### config.mk
export PLATFORM = sky130hd
export DESIGN_NAME = chunked_serial_adder_flat
export DESIGN_NICKNAME = d
export VERILOG_FILES = /design/src/rtl/chunked_serial_adder_pkg.sv /design/src/rtl/chunked_serial_adder_if.sv /design/src/rtl/chunked_serial_adder_chunk_rca.sv /design/src/rtl/chunked_serial_adder.sv /design/src/flat_wrapper.sv
export SDC_FILE = /design/constraint.sdc
export NUM_CORES = 1
export LEC_CHECK = 0
export ABC_AREA = 1
export BUFFER_PORTS_ARGS = -buffer_cell sky130_fd_sc_hd__buf_2
export CAP_MARGIN = 20
export CORE_MARGIN = 8
export CORE_UTILIZATION = 36
export DETAILED_ROUTE_END_ITERATION = 8
export PLACE_DENSITY_LB_ADDON = 0.25
export SLEW_MARGIN = 20
export SYNTH_ARGS = -nofsm -noshare
export SYNTH_HDL_FRONTEND = slang
export SYNTH_SLANG_ARGS = --single-unit
### constraint.sdc
create_clock -name i_clk -period 9.2 [get_ports i_clk]
set_clock_uncertainty 0.2 [all_clocks]
set_input_delay 1.84 -clock i_clk [delete_from_list [all_inputs] [get_ports i_clk]]
set_output_delay 1.84 -clock i_clk [all_outputs]
set_load 0.01 [all_outputs]
### src/rtl/chunked_serial_adder_pkg.sv
// Shared types and elaboration helpers for the chunked serial adder.
// Subtract mode is compiled in by defining CSA_SUB_EN.
package csa_pkg;

  typedef enum logic [1:0] {
    IDLE = 2'd0,
    RUN  = 2'd1,
    DONE = 2'd2
  } state_t;

  function automatic int csa_nchunk(input int width, input int chunk);
    return (chunk > 0) ? (width / chunk) : 0;
  endfunction

  function automatic bit csa_cfg_ok(input int width, input int chunk);
    return (chunk > 0) && (width > 0) && ((width % chunk) == 0);
  endfunction

endpackage

### src/rtl/chunked_serial_adder_if.sv
// Operand/result valid-ready bundle for the chunked serial adder.
// The sub select only exists when CSA_SUB_EN is defined.
interface csa_if #(
  parameter int WIDTH = 32
);
  logic             in_valid;
  logic             in_ready;
  logic [WIDTH-1:0] x;
  logic [WIDTH-1:0] y;
  logic             cin;
`ifdef CSA_SUB_EN
  logic             sub;
`endif
  logic             out_valid;
  logic             out_ready;
  logic [WIDTH:0]   sum;

`ifdef CSA_SUB_EN
  modport master (
    output in_valid, x, y, cin, sub, out_ready,
    input  in_ready, out_valid, sum
  );
  modport slave (
    input  in_valid, x, y, cin, sub, out_ready,
    output in_ready, out_valid, sum
  );
`else
  modport master (
    output in_valid, x, y, cin, out_ready,
    input  in_ready, out_valid, sum
  );
  modport slave (
    input  in_valid, x, y, cin, out_ready,
    output in_ready, out_valid, sum
  );
`endif

endinterface

### src/rtl/chunked_serial_adder_chunk_rca.sv
// Combinational CHUNK-bit ripple-carry adder: a chain of 1-bit full adders.
// Sets the per-cycle critical path of the serial adder.
module chunk_rca #(
  parameter int CHUNK = 8
) (
  input  logic [CHUNK-1:0] i_a,
  input  logic [CHUNK-1:0] i_b,
  input  logic             i_cin,
  output logic [CHUNK-1:0] o_s,
  output logic             o_cout
);

  always_comb begin
    logic w_c;
    o_s    = '0;
    w_c    = i_cin;
    for (int i = 0; i < CHUNK; i++) begin
      o_s[i] = i_a[i] ^ i_b[i] ^ w_c;
      w_c    = (i_a[i] & i_b[i]) | (w_c & (i_a[i] ^ i_b[i]));
    end
    o_cout = w_c;
  end

endmodule

### src/rtl/chunked_serial_adder.sv
// WIDTH-bit adder computing CHUNK bits per clock with a registered inter-chunk carry.
// Define CSA_SUB_EN to add a subtract mode (x + ~y + 1, cin ignored).
module chunked_serial_adder
  import csa_pkg::*;
#(
  parameter int WIDTH = 32,
  parameter int CHUNK = 8
) (
  input  logic  i_clk,
  input  logic  i_reset,
  csa_if.slave  s_if
);

  localparam int NCHUNK = csa_nchunk(WIDTH, CHUNK);
  localparam int IDX_W  = (NCHUNK > 1) ? $clog2(NCHUNK) : 1;
  localparam logic [IDX_W-1:0] LAST_IDX = IDX_W'(NCHUNK - 1);

  if (!csa_cfg_ok(WIDTH, CHUNK)) begin : g_bad_cfg
    $error("chunked_serial_adder: WIDTH must be a positive multiple of CHUNK");
  end

  state_t           r_state;
  logic             r_in_ready;
  logic             r_out_valid;
  logic [WIDTH-1:0] r_x;
  logic [WIDTH-1:0] r_y;
  logic             r_carry;
  logic [IDX_W-1:0] r_idx;
  logic [WIDTH:0]   r_sum;

  logic [WIDTH-1:0] w_y_in;
  logic             w_c_in;
  logic [CHUNK-1:0] w_a;
  logic [CHUNK-1:0] w_b;
  logic [CHUNK-1:0] w_s;
  logic             w_cout;

  // Subtraction is folded into the operands at acceptance so RUN only ever adds.
`ifdef CSA_SUB_EN
  assign w_y_in = s_if.sub ? ~s_if.y : s_if.y;
  assign w_c_in = s_if.sub ? 1'b1 : s_if.cin;
`else
  assign w_y_in = s_if.y;
  assign w_c_in = s_if.cin;
`endif

  assign w_a = r_x[r_idx*CHUNK +: CHUNK];
  assign w_b = r_y[r_idx*CHUNK +: CHUNK];

  chunk_rca #(
    .CHUNK (CHUNK)
  ) u_chunk_rca (
    .i_a    (w_a),
    .i_b    (w_b),
    .i_cin  (r_carry),
    .o_s    (w_s),
    .o_cout (w_cout)
  );

  always_ff @(posedge i_clk) begin
    if (i_reset) begin
      r_state     <= IDLE;
      r_in_ready  <= 1'b1;
      r_out_valid <= 1'b0;
      r_x         <= '0;
      r_y         <= '0;
      r_carry     <= 1'b0;
      r_idx       <= '0;
      r_sum       <= '0;
    end else begin
      unique case (r_state)
        IDLE: begin
          if (s_if.in_valid) begin
            r_x        <= s_if.x;
            r_y        <= w_y_in;
            r_carry    <= w_c_in;
            r_idx      <= '0;
            r_in_ready <= 1'b0;
            r_state    <= RUN;
          end
        end
        RUN: begin
          r_sum[r_idx*CHUNK +: CHUNK] <= w_s;
          r_carry                     <= w_cout;
          if (r_idx == LAST_IDX) begin
            r_sum[WIDTH] <= w_cout;
            r_idx        <= '0;
            r_out_valid  <= 1'b1;
            r_state      <= DONE;
          end else begin
            r_idx <= r_idx + IDX_W'(1);
          end
        end
        DONE: begin
          // sum is left untouched here so it stays readable after the handshake.
          if (s_if.out_ready) begin
            r_out_valid <= 1'b0;
            r_in_ready  <= 1'b1;
            r_state     <= IDLE;
          end
        end
        default: begin
          r_out_valid <= 1'b0;
          r_in_ready  <= 1'b1;
          r_state     <= IDLE;
        end
      endcase
    end
  end

  assign s_if.in_ready  = r_in_ready;
  assign s_if.out_valid = r_out_valid;
  assign s_if.sum       = r_sum;

endmodule

### src/flat_wrapper.sv
// flat-port wrapper written by rule: the top's interface ports become plain ports
module chunked_serial_adder_flat import csa_pkg::*;
#(
  parameter int WIDTH = 32,
  parameter int CHUNK = 8
)
  (i_clk, i_reset, s_if_in_valid, s_if_x, s_if_y, s_if_cin, s_if_out_ready, s_if_in_ready, s_if_out_valid, s_if_sum);
  csa_if #(.WIDTH(WIDTH)) s_if_i ();
  input  logic i_clk;
  input  logic i_reset;
  input wire logic [$bits(s_if_i.in_valid)-1:0] s_if_in_valid;
  input wire logic [$bits(s_if_i.x)-1:0] s_if_x;
  input wire logic [$bits(s_if_i.y)-1:0] s_if_y;
  input wire logic [$bits(s_if_i.cin)-1:0] s_if_cin;
  input wire logic [$bits(s_if_i.out_ready)-1:0] s_if_out_ready;
  output wire logic [$bits(s_if_i.in_ready)-1:0] s_if_in_ready;
  output wire logic [$bits(s_if_i.out_valid)-1:0] s_if_out_valid;
  output wire logic [$bits(s_if_i.sum)-1:0] s_if_sum;
  assign s_if_i.in_valid = s_if_in_valid;
  assign s_if_i.x = s_if_x;
  assign s_if_i.y = s_if_y;
  assign s_if_i.cin = s_if_cin;
  assign s_if_i.out_ready = s_if_out_ready;
  assign s_if_in_ready = s_if_i.in_ready;
  assign s_if_out_valid = s_if_i.out_valid;
  assign s_if_sum = s_if_i.sum;
  chunked_serial_adder #(.WIDTH(WIDTH), .CHUNK(CHUNK)) u_core (.i_clk(i_clk), .i_reset(i_reset), .s_if(s_if_i));
endmodule
---- Word level (Yosys, flattened, before mapping) ----
Index checks and enable logic that the tools add are counted.
storage, ports and cells
  register bits ........................... 104
  bits in latches ......................... 0
  RAM bits ................................ 0
  ROM bits ................................ 0
  input port bits ......................... 69
  memories kept ........................... 0
cells by class
  $add $sub $neg .......................... 2
  multipliers ............................. 0
  div/mod/pow operators ................... 0
  order comparisons ....................... 0
  equal/unequal tests ..................... 6
  shifts and indexed selects .............. 4
  multiplexer cells ....................... 17
  bitwise operators ....................... 42
  reduce and logical (&&, ||, !) cells .... 7
operators with widths
  kind                                                    number
  variable part select 32 x 6 -> 8 bit                    2
  negator 5 -> 34 bit                                     1
  variable shift 8 x 34 -> 33 bit (first input constant)  1
  variable part select 8 x 34 -> 33 bit                   1
  bitwise mux 33 bit                                      1
  bitwise AND 1 bit                                       16
  XOR 1 bit                                               16
  two-way mux 2 bit                                       5
  AND reduction 3 bit                                     3
  bitwise OR 1 bit                                        8
  two-way mux 1 bit                                       6
  case mux 1 bit (3 select lines)                         2
  case mux 2 bit (3 select lines)                         1
  equality test 2 bit (second input constant)             2
  != test 2 bit (second input constant)                   2
  case mux 2 bit (2 select lines)                         1
  AND reduction 2 bit                                     2
  adder 2 x 1 -> 2 bit (second input constant)            1
  equality test 2 x 1 -> 1 bit (second input constant)    1
  zero test 2 bit                                         1
  != test 2 x 1 -> 1 bit (second input constant)          1
  NOT 1 bit                                               2
  case mux 1 bit (2 select lines)                         1
  nonzero test 2 bit                                      1

---- Longest topological paths before layout ----
Gate-level depths: netlist of run 1.
  depth in word-level cells ............... 20
  mapped depth ............................ 20
  mapped depth without buffers ............ 19

---- Hierarchy ----
From an unflattened synthesis of run 1, not the netlist that was laid out.
second synthesis, totals
  cells, all modules ...................... 657
  area total of the unflattened synthesis .. 4,710.8 µm²
by module, submodules not included
  module                times used  cells an instance  area each (µm²)  seq. area each (µm²)
  chunked_serial_adder  1           639                4,513.1          2,082.0
  chunk_rca             1           18                 197.7            0.0

---- Worst setup path after synthesis of run 1 ----
No wires, ideal clock.
  path kind ............................... reg2reg
  start ................................... register u_core.r_idx[0]
  end ..................................... register u_core.r_sum[15] (netlist: u_core.s_if.sum[15])
  arrival ................................. 3,877 ps
  setup slack ............................. 5,006 ps
  stages on the path, launching flop included .. 21
  path buffers ............................ 2
  clock period less this slack ............ 4,194 ps
  path through ............................ dfxtp_1 buf_2 clkbuf_1 o21ai_0 nor2_1 a21oi_1 fa_1 fa_1 fa_1 fa_1 inv_1 fa_1 fa_1 fa_1 fa_1 nand2_1 nor2_1 nand2_1 nand2_1 inv_1 nor2_1
on the way
  word-level cells in the longest chain between the ends .. 19
  elaborated cells between the ends (all ways) .. 43
  those cells by class .................... add/sub: 1; shift: 4; mux: 1; bitwise: 37
RTL lines
  element                                                         RTL line                                                                    text
  from (decl)                                                     chunked_serial_adder.sv:28                                                  logic [IDX_W-1:0] r_idx;
  from (signal assigned)                                          chunked_serial_adder.sv:91                                                  r_idx <= r_idx + IDX_W'(1);
  variable part select 32 x 6 -> 8 bit, on equally long branches  chunked_serial_adder.sv:47, chunked_serial_adder.sv:48
  XOR 1 bit                                                       chunked_serial_adder_chunk_rca.sv:18, chunked_serial_adder_chunk_rca.sv:19
  bitwise AND 1 bit                                               chunked_serial_adder_chunk_rca.sv:19                                        w_c = (i_a[i] & i_b[i]) | (w_c & (i_a[i] ^ i_b[i]));
  bitwise OR 1 bit                                                chunked_serial_adder_chunk_rca.sv:19
  bitwise AND 1 bit                                               chunked_serial_adder_chunk_rca.sv:19
  bitwise OR 1 bit                                                chunked_serial_adder_chunk_rca.sv:19
  bitwise AND 1 bit                                               chunked_serial_adder_chunk_rca.sv:19
  bitwise OR 1 bit                                                chunked_serial_adder_chunk_rca.sv:19
  (+3 left out)                                                   -
  bitwise OR 1 bit                                                chunked_serial_adder_chunk_rca.sv:19
  bitwise AND 1 bit                                               chunked_serial_adder_chunk_rca.sv:19
  bitwise OR 1 bit                                                chunked_serial_adder_chunk_rca.sv:19
  bitwise AND 1 bit                                               chunked_serial_adder_chunk_rca.sv:19
  bitwise OR 1 bit                                                chunked_serial_adder_chunk_rca.sv:19
  XOR 1 bit                                                       chunked_serial_adder_chunk_rca.sv:18                                        o_s[i] = i_a[i] ^ i_b[i] ^ w_c;
  variable part select 8 x 34 -> 33 bit                           chunked_serial_adder.sv:83                                                  r_sum[r_idx*CHUNK +: CHUNK] <= w_s;
  bitwise mux 33 bit (*)                                          chunked_serial_adder.sv:83
  to (signal, indexed assignment)                                 chunked_serial_adder.sv:83
  to (signal, indexed assignment)                                 chunked_serial_adder.sv:86                                                  r_sum[WIDTH] <= w_cout;
  to (decl)                                                       chunked_serial_adder.sv:29                                                  logic [WIDTH:0] r_sum;
Mark *: on every way between the ends. The rest lies on a longest branch, timed or not.
A chain may end at the register's enable or synchronous reset.

---- Worst setup path in the final report of run 1 ----
  start ................................... register u_core.r_idx[1]
  end ..................................... register u_core.r_sum[15] (netlist: u_core.s_if.sum[15])
Same word-level chain as after synthesis.

==> results of run 1 <==
per-layer routing:
metal / vias to the layer above / routed length [um]
li1: 2239 / -
met1: 1912 / 5660
met2: 97 / 5810
met3: 6 / 793
met4: 0 / 100
met5: - / 0
logic make-up after synthesis:
kind of cell,after synthesis
adders and majority gates,15
AOI/OAI and AO/OA,168
and+or+nand+nor,279
buffers and inverters,89
DFF,104
power groups by stage:
| stage | clock, mW | combinational [mW] | sequential, mW |
|---|---|---|---|
| final | 0.389 | 0.162 | 0.501 |
| after global routing | 0.420 | 0.187 | 0.504 |
| after CTS | 0.398 | 0.164 | 0.501 |
| after detailed placement | 0 | 0.163 | 0.511 |
| after global placement | 0 | 0.159 | 0.511 |
| after floorplan | 0 | 0.113 | 0.506 |
metrics by stage:
stage                     total power [mW]  hold slack (ns)  area, um^2
final                                 1.05            0.241        5520
after global placement               0.670            0.235        5220
after global routing                  1.11            0.284        5520
after detailed placement             0.674            0.234        5220
after CTS                             1.06            0.244        5520
after floorplan                      0.619            0.224        4650
worst max-delay path by stage:
stage | start | end | cells after the start
finish | u_core.r_idx[1]$_SDFFE_PP0P_ | u_core.s_if.sum[15]$_SDFFE_PP0P_ | 17
global route | u_core.r_idx[1]$_SDFFE_PP0P_ | u_core.s_if.sum[15]$_SDFFE_PP0P_ | 17
CTS | u_core.r_idx[1]$_SDFFE_PP0P_ | u_core.s_if.sum[15]$_SDFFE_PP0P_ | 17
detailed placement | u_core.r_idx[1]$_SDFFE_PP0P_ | u_core.s_if.sum[15]$_SDFFE_PP0P_ | 17
global placement | u_core.r_idx[1]$_SDFFE_PP0P_ | u_core.s_if.sum[15]$_SDFFE_PP0P_ | 17
floorplan | u_core.r_idx[0]$_SDFFE_PP0P_ | u_core.s_if.sum[15]$_SDFFE_PP0P_ | 20
sequential cells by signal, summed over array words and instances, names as in the netlist:
signal,flops
u_core.s_if.sum,33
u_core.r_x,32
u_core.r_y,32
u_core.r_idx,2
u_core.r_state,2
u_core.r_carry,1
u_core.s_if.in_ready,1
u_core.s_if.out_valid,1
Yosys cell counts:
cell type,n,area share (%)
buf_4,5,0.81
buf_2,13,1.4
fa_1,8,3.4
nand4_1,1,0.13
buf_6,1,0.24
inv_1,49,4.0
clkinv_1,1,0.081
buf_1,2,0.16
ha_1,7,1.9
nor3_1,1,0.11
nor2_1,179,14
o22ai_1,7,0.94
clkbuf_1,17,1.4
dfxtp_1,104,45
o21ai_0,120,13
inv_2,1,0.081
nand2_1,80,6.5
nor2_2,3,0.40
a21oi_1,41,4.4
nand3_1,11,1.2
nand2_2,2,0.27
nor2_4,2,0.48
area by class of cell:
cell class | count | area (um^2)
clock buffer | 9 | 225
clock inverter | 4 | 72.6
fill | 1346 | 7100
inverter | 51 | 191
multi-input combinational | 462 | 2190
sequential | 104 | 2080
tap | 172 | 215
timing repair buffer | 107 | 546
critical path: stages (launching register included):
cell,delay [ns]
dfxtp_1,0.71
inv_1,0.48
a21oi_1,0.31
fa_1,0.22
fa_1,0.19
fa_1,0.19
fa_1,0.17
inv_1,0.05
fa_1,0.40
fa_1,0.40
fa_1,0.41
fa_1,0.53
nand2_1,0.08
nor2_1,0.13
nand2_1,0.06
nand2_1,0.06
inv_1,0.03
nor2_1,0.07
==> out/qor.json, run 1 <==
{
  "run_status": {
    "run_status": "finished, final reports clean"
  },
  "yosys": {
    "synth.lib_cells_used.distinct": 22,
    "synth-simple-area-share_pct": 23.5,
    "synth.mux.area_fraction_pct": 0,
    "synth_fa_ha_area_share_pct": 5.33,
    "synth_seq_area_share_pct": 44.8,
    "combinational_family_with_the_most_area_after_synthesis": "simple AND/OR/NAND/NOR gates",
    "synth_compound_gate_area_share_pct": 18.3,
    "ys.warnings.count": 0,
    "synth-seq-cells": 104,
    "synth_xor_xnor_area_share_pct": 0,
    "postSynthAreaPerCell_um2": 7.10,
    "syn_inst": 655,
    "syn-num-nets": 739,
    "post_synth_instance_area_um2": 4650
  },
  "floorplanning": {
    "coreArea_um2": 12600,
    "chipWidth_um": 130,
    "placementRows": 41,
    "design.portCount": 104,
    "floorplan.initialDensity_pct": 36.8,
    "design.die.area_um2": 16800,
    "floorplan.die.height_um": 130
  },
  "clocking": {
    "post_cts_buffers": 0,
    "worstSkewPairLatency_ns": 0.35,
    "clock_path_buffers": 2,
    "cts.htree.levels": 3,
    "cts.sink_count": 104,
    "tritoncts": "built",
    "cts_made_buffers": 9,
    "postCtsHoldBufs": 0,
    "cts.reportedPaths.clkPinSlew_ns": 0.06,
    "clk_root_buffer_cell": "clkbuf_16",
    "cts.repair.resized": 0
  },
  "global_routing": {
    "top_usage_layer": "met2",
    "globalRouteMet1Util_pct": 18.4,
    "grt.met2_usage_pct": 25.0,
    "overflow": 0,
    "grtUsageMet3_pct": 4.60,
    "globalRouteTotalUtil_pct": 15.1,
    "first_global_vias": 4324,
    "grt_start_max_net_pins": 76,
    "grt_antenna_before_repair": 0,
    "wire_length_of_the_first_global_routing_pass_um": 20300
  },
  "sta": {
    "setup_viol_count_final": 0,
    "timing.fmax_mhz": 210,
    "finalCritPeriodShare_pct": 51.8,
    "hold_viol": 0,
    "rsz_0062_raised_after_global_routing": "no",
    "timing_worst_slew_pin_value_ns": 0.889,
    "slew_viol_final": 0,
    "max_slew_margin_pct": 40.6,
    "setup_slack_after_layout_ns": 4.43,
    "period_minus_slack_ns": 4.77,
    "fin_tns_setup_ns": 0
  },
  "worst_setup_path": {
    "cp.arrival_ns": 4.86,
    "worst_setup_path_start_kind": "register",
    "worst-endpoint-required_ns": 9.29,
    "ff2ff_setup_slack_ns": 4.43,
    "peak_fanout_along_the_critical_path": 21,
    "crit_path_end_kind": "register",
    "worst_r2r_startpoint": "u_core.r_idx[1]$_SDFFE_PP0P_",
    "rr_endpoint": "u_core.s_if.sum[15]$_SDFFE_PP0P_",
    "r2r_cells": 17,
    "crit_type": "register to register"
  },
  "power": {
    "internal-power_mw": 0.776,
    "power_switching_share_pct": 26.3,
    "power.share.sequential_pct": 47.6,
    "net_switching_power_mw": 0.276,
    "worst_ir_drop_vdd_uv": 97.5,
    "leakagePower_nw": 2.54,
    "power.combinational.fraction_pct": 15.4,
    "powerDensity_nw_per_um2": 191,
    "pwr-share-clk_pct": 37.0
  },
  "route": {
    "antenna_violating_nets_post_route": 0,
    "avgViaCountPerCell": 4.68,
    "num_vias": 4254,
    "drcViolationCount": 0,
    "wire_per_inst_um": 13.6,
    "routed_wirelength_um": 12400,
    "number_of_drc_violations_after_detailed_routing_iteration_0": 251,
    "detailedRoute.firstPassIterationCount": 4
  },
  "hold_path": {
    "hold_path_depth": 2,
    "hold_path_class": "register to register",
    "min_to": "u_core.s_if.out_valid$_SDFFE_PP0P_",
    "min_from": "u_core.s_if.out_valid$_SDFFE_PP0P_"
  },
  "placement": {
    "i_o_buffers": 103,
    "placed_cells_incl_taps": 896,
    "post-dp-hpwl_um": 9360,
    "dp_slack_ns": 4.46,
    "finalWeightedCongestion": 0.849
  },
  "layout": {
    "commonest_non_fill_non_tap_cells_in_the_layout": "179 x nor2_1, 120 x o21ai_0, 104 x dfxtp_1",
    "antennaDiodeCount": 0,
    "post-route-util_pct": 43.8,
    "final_common_cell": "nor2_1",
    "drive_above_1_share_pct": 17.4,
    "layout.cells.non_filler": 909,
    "nets": 819,
    "p_r_area_growth_vs_syn_pct": 18.8
  },
  "run": {
    "drv.max_cap_violation_count": 0
  }
}
Note: power is estimated with default switching activity, not from simulation.
==> run 2, diff against run 1 <==
ABC_AREA = 0   (was 1)
clock period = 4.6 ns   (was 9.2 ns; I/O delays follow)
==> run 2 against run 1 <==
Against the previous run:
- hold slack improved by 0.015 ns
- first-iteration DRC count is 22% lower
- area after synthesis is 4.8% lower
- critical endpoint is now u_core.s_if.sum[31]$_SDFFE_PP0P_
- highest routed layer unchanged
==> out/qor.json, run 2 <==
{
  "run_status": {
    "run_status": "finished, final reports clean"
  },
  "placement": {
    "post-dp-hpwl_um": 8860,
    "i_o_buffers": 103,
    "finalWeightedCongestion": 0.796
  },
  "power": {
    "internal-power_mw": 1.58,
    "power.share.sequential_pct": 46.3,
    "power.combinational.fraction_pct": 11.2,
    "net_switching_power_mw": 0.511,
    "total_power_mw": 2.09,
    "leakagePower_nw": 2.17,
    "power_switching_share_pct": 24.5,
    "pwr-share-clk_pct": 42.4,
    "worst_ir_drop_vdd_uv": 185,
    "powerDensity_nw_per_um2": 395
  },
  "floorplanning": {
    "chipWidth_um": 127,
    "floorplan.initialDensity_pct": 36.8,
    "design.portCount": 104,
    "placementRows": 40,
    "coreArea_um2": 12000,
    "design.die.area_um2": 16100,
    "floorplan.die.height_um": 127
  },
  "worst_setup_path": {
    "critical-path-max-stage-delay_ns": 0.59,
    "critPathTopFamily": "adder cells",
    "path_buf_inv": 3,
    "cpMaxStageDelayCell": "dfxtp_1",
    "crit_type": "register to register",
    "peak_fanout_along_the_critical_path": 13,
    "cp.arrival_ns": 4.29,
    "worst-endpoint-required_ns": 4.68,
    "path_common_cell": "fa_1",
    "worst_setup_path_start_kind": "register",
    "crit_path_cells": "buf_4 -> mux4_2 -> inv_1 -> fa_1 -> fa_1 -> fa_1 -> inv_1 -> fa_1 -> fa_1 -> fa_1 -> fa_1 -> nand4_1 -> a21oi_1",
    "crit_path_end_kind": "register"
  },
  "sta": {
    "period_minus_slack_ns": 4.21,
    "finalCritPeriodShare_pct": 91.5,
    "setup_viol_count_final": 0,
    "timing.hold.ws_ns": 0.255,
    "timing.fmax_mhz": 238,
    "slew_viol_final": 0,
    "rsz_0062_raised_after_global_routing": "no",
    "hold_viol": 0,
    "fin_tns_setup_ns": 0,
    "max_slew_margin_pct": 46.2,
    "timing_worst_slew_pin_value_ns": 0.807
  },
  "yosys": {
    "post_synth_instance_area_um2": 4430,
    "synth_ff_type": "dfxtp_1",
    "ys.warnings.count": 0,
    "synth-seq-cells": 104,
    "postSynthAreaPerCell_um2": 9.48,
    "synth.lib_cells_used.distinct": 37,
    "synth_seq_area_share_pct": 47.0,
    "synthMostInstantiatedCell": "nand2_1",
    "syn_inst": 467,
    "synth-async-reset-ratio_pct": 0,
    "count_of_flip_flops_with_a_built_in_enable_after_synthesis": 0,
    "yosys.area.top_type_share_pct": 47.0,
    "synth_area_leaders": "dfxtp_1 47%, nand2_1 12%, a21oi_1 9.0%, mux4_2 8.1%, fa_1 3.6%",
    "yosys.area.top_type": "dfxtp_1",
    "syn-num-nets": 551,
    "synth_top_cells_by_count": "137 x nand2_1, 104 x dfxtp_1, 80 x a21oi_1, 16 x mux4_2, 15 x inv_1"
  },
  "route": {
    "antenna_violating_nets_post_route": 0,
    "avgViaCountPerCell": 4.98,
    "num_vias": 3529,
    "drcViolationCount": 0,
    "routed_wirelength_um": 11700,
    "detailedRoute.firstPassIterationCount": 4,
    "wire_per_inst_um": 16.5,
    "number_of_drc_violations_after_detailed_routing_iteration_0": 195
  },
  "clocking": {
    "cts.sink_count": 104,
    "postCtsHoldBufs": 0,
    "clock_path_buffers": 2,
    "cts_made_buffers": 9,
    "cts.repair.resized": 0,
    "cts.htree.levels": 3,
    "worstSkewPairLatency_ns": 0.35,
    "post_cts_buffers": 0,
    "tritoncts": "built",
    "cts.reportedPaths.clkPinSlew_ns": 0.07,
    "clk_root_buffer_cell": "clkbuf_16"
  },
  "run": {
    "drv.max_cap_violation_count": 0
  },
  "global_routing": {
    "overflow": 0,
    "globalRouteTotalUtil_pct": 14.7,
    "wire_length_of_the_first_global_routing_pass_um": 18900,
    "first_global_vias": 3701,
    "grt_start_max_net_pins": 65,
    "grt_antenna_before_repair": 0
  },
  "layout": {
    "antennaDiodeCount": 0,
    "largest_register_ff_count": 33,
    "commonest_non_fill_non_tap_cells_in_the_layout": "137 x nand2_1, 104 x dfxtp_1, 103 x buf_2",
    "drive_above_1_share_pct": 26.0,
    "final_common_cell": "nand2_1",
    "nets": 640,
    "p_r_area_growth_vs_syn_pct": 19.6
  },
  "hold_path": {
    "hold_path_class": "register to register"
  }
}
[run 2: logic make-up after synthesis]
kind of cell	share of synthesized area (%)
AO/OA/AOI/OAI	15.0
flip-flops	47.0
buffers and inverters	6.62
adder cells (fa/ha/maj)	5.60
multiplexers	8.14
AND/OR/NAND/NOR	17.6
[run 2: cell type report]
cell class / instances / area [um^2]
fill: 1208 / 6720
sequential: 104 / 2080
multi-input combinational: 317 / 2060
timing repair buffer: 109 / 561
clock buffer: 9 / 225
tap: 147 / 184
clock inverter: 7 / 126
inverter: 15 / 56.3
[run 2: worst min-delay path, delay by kind of cell (launching register included)]
| kind | cells | cell delay (ns) |
|---|---|---|
| AO/OA/AOI/OAI | 1 | 0.05 |
| flip-flops | 1 | 0.31 |
| AND/OR/NAND/NOR | 1 | 0.05 |
[run 2: power groups by stage]
stage / clock network [mW] / logic, mW / registers [mW]
final: 0.888 / 0.234 / 0.969
after global routing: 0.943 / 0.262 / 0.974
after floorplan: 0 / 0.172 / 0.979
after global placement: 0 / 0.230 / 0.990
after CTS: 0.903 / 0.237 / 0.969
after detailed placement: 0 / 0.237 / 0.989
[run 2: worst paths after layout]
check                          startpoint                               end  slack, ns  cells after the start
max          u_core.r_idx[1]$_SDFFE_PP0P_  u_core.s_if.sum[31]$_SDFFE_PP0P_       0.39                     13
min            u_core.r_x[4]$_SDFFE_PP0P_        u_core.r_x[4]$_SDFFE_PP0P_       0.26                      2
max reg2reg  u_core.r_idx[1]$_SDFFE_PP0P_  u_core.s_if.sum[31]$_SDFFE_PP0P_       0.39                     13
min reg2reg    u_core.r_x[4]$_SDFFE_PP0P_        u_core.r_x[4]$_SDFFE_PP0P_       0.26                      2
[run 2: metrics by stage]
stage / utilization, % / setup WS (ns) / cell area [um^2] / cells
floorplan: - / 0.492 / 4430 / 467
global placement: 41.1 / 0.503 / 4940 / 692
detailed placement: 41.1 / 0.388 / 4940 / 692
CTS: 44.1 / 0.371 / 5290 / 708
global route: 44.1 / 0.140 / 5290 / 708
finish: 44.1 / 0.392 / 5290 / 708
[run 2: routing by layer]
layer | part of all wire [%] | global-route usage, % | routed length (um) | up-vias
met5 | 0 | 0 | 0 | -
met4 | 1.2 | 5.11 | 144 | 0
met3 | 6.2 | 4.48 | 717 | 11
met2 | 46 | 23.4 | 5360 | 85
met1 | 47 | 18.5 | 5430 | 1649
li1 | - | - | - | 1784
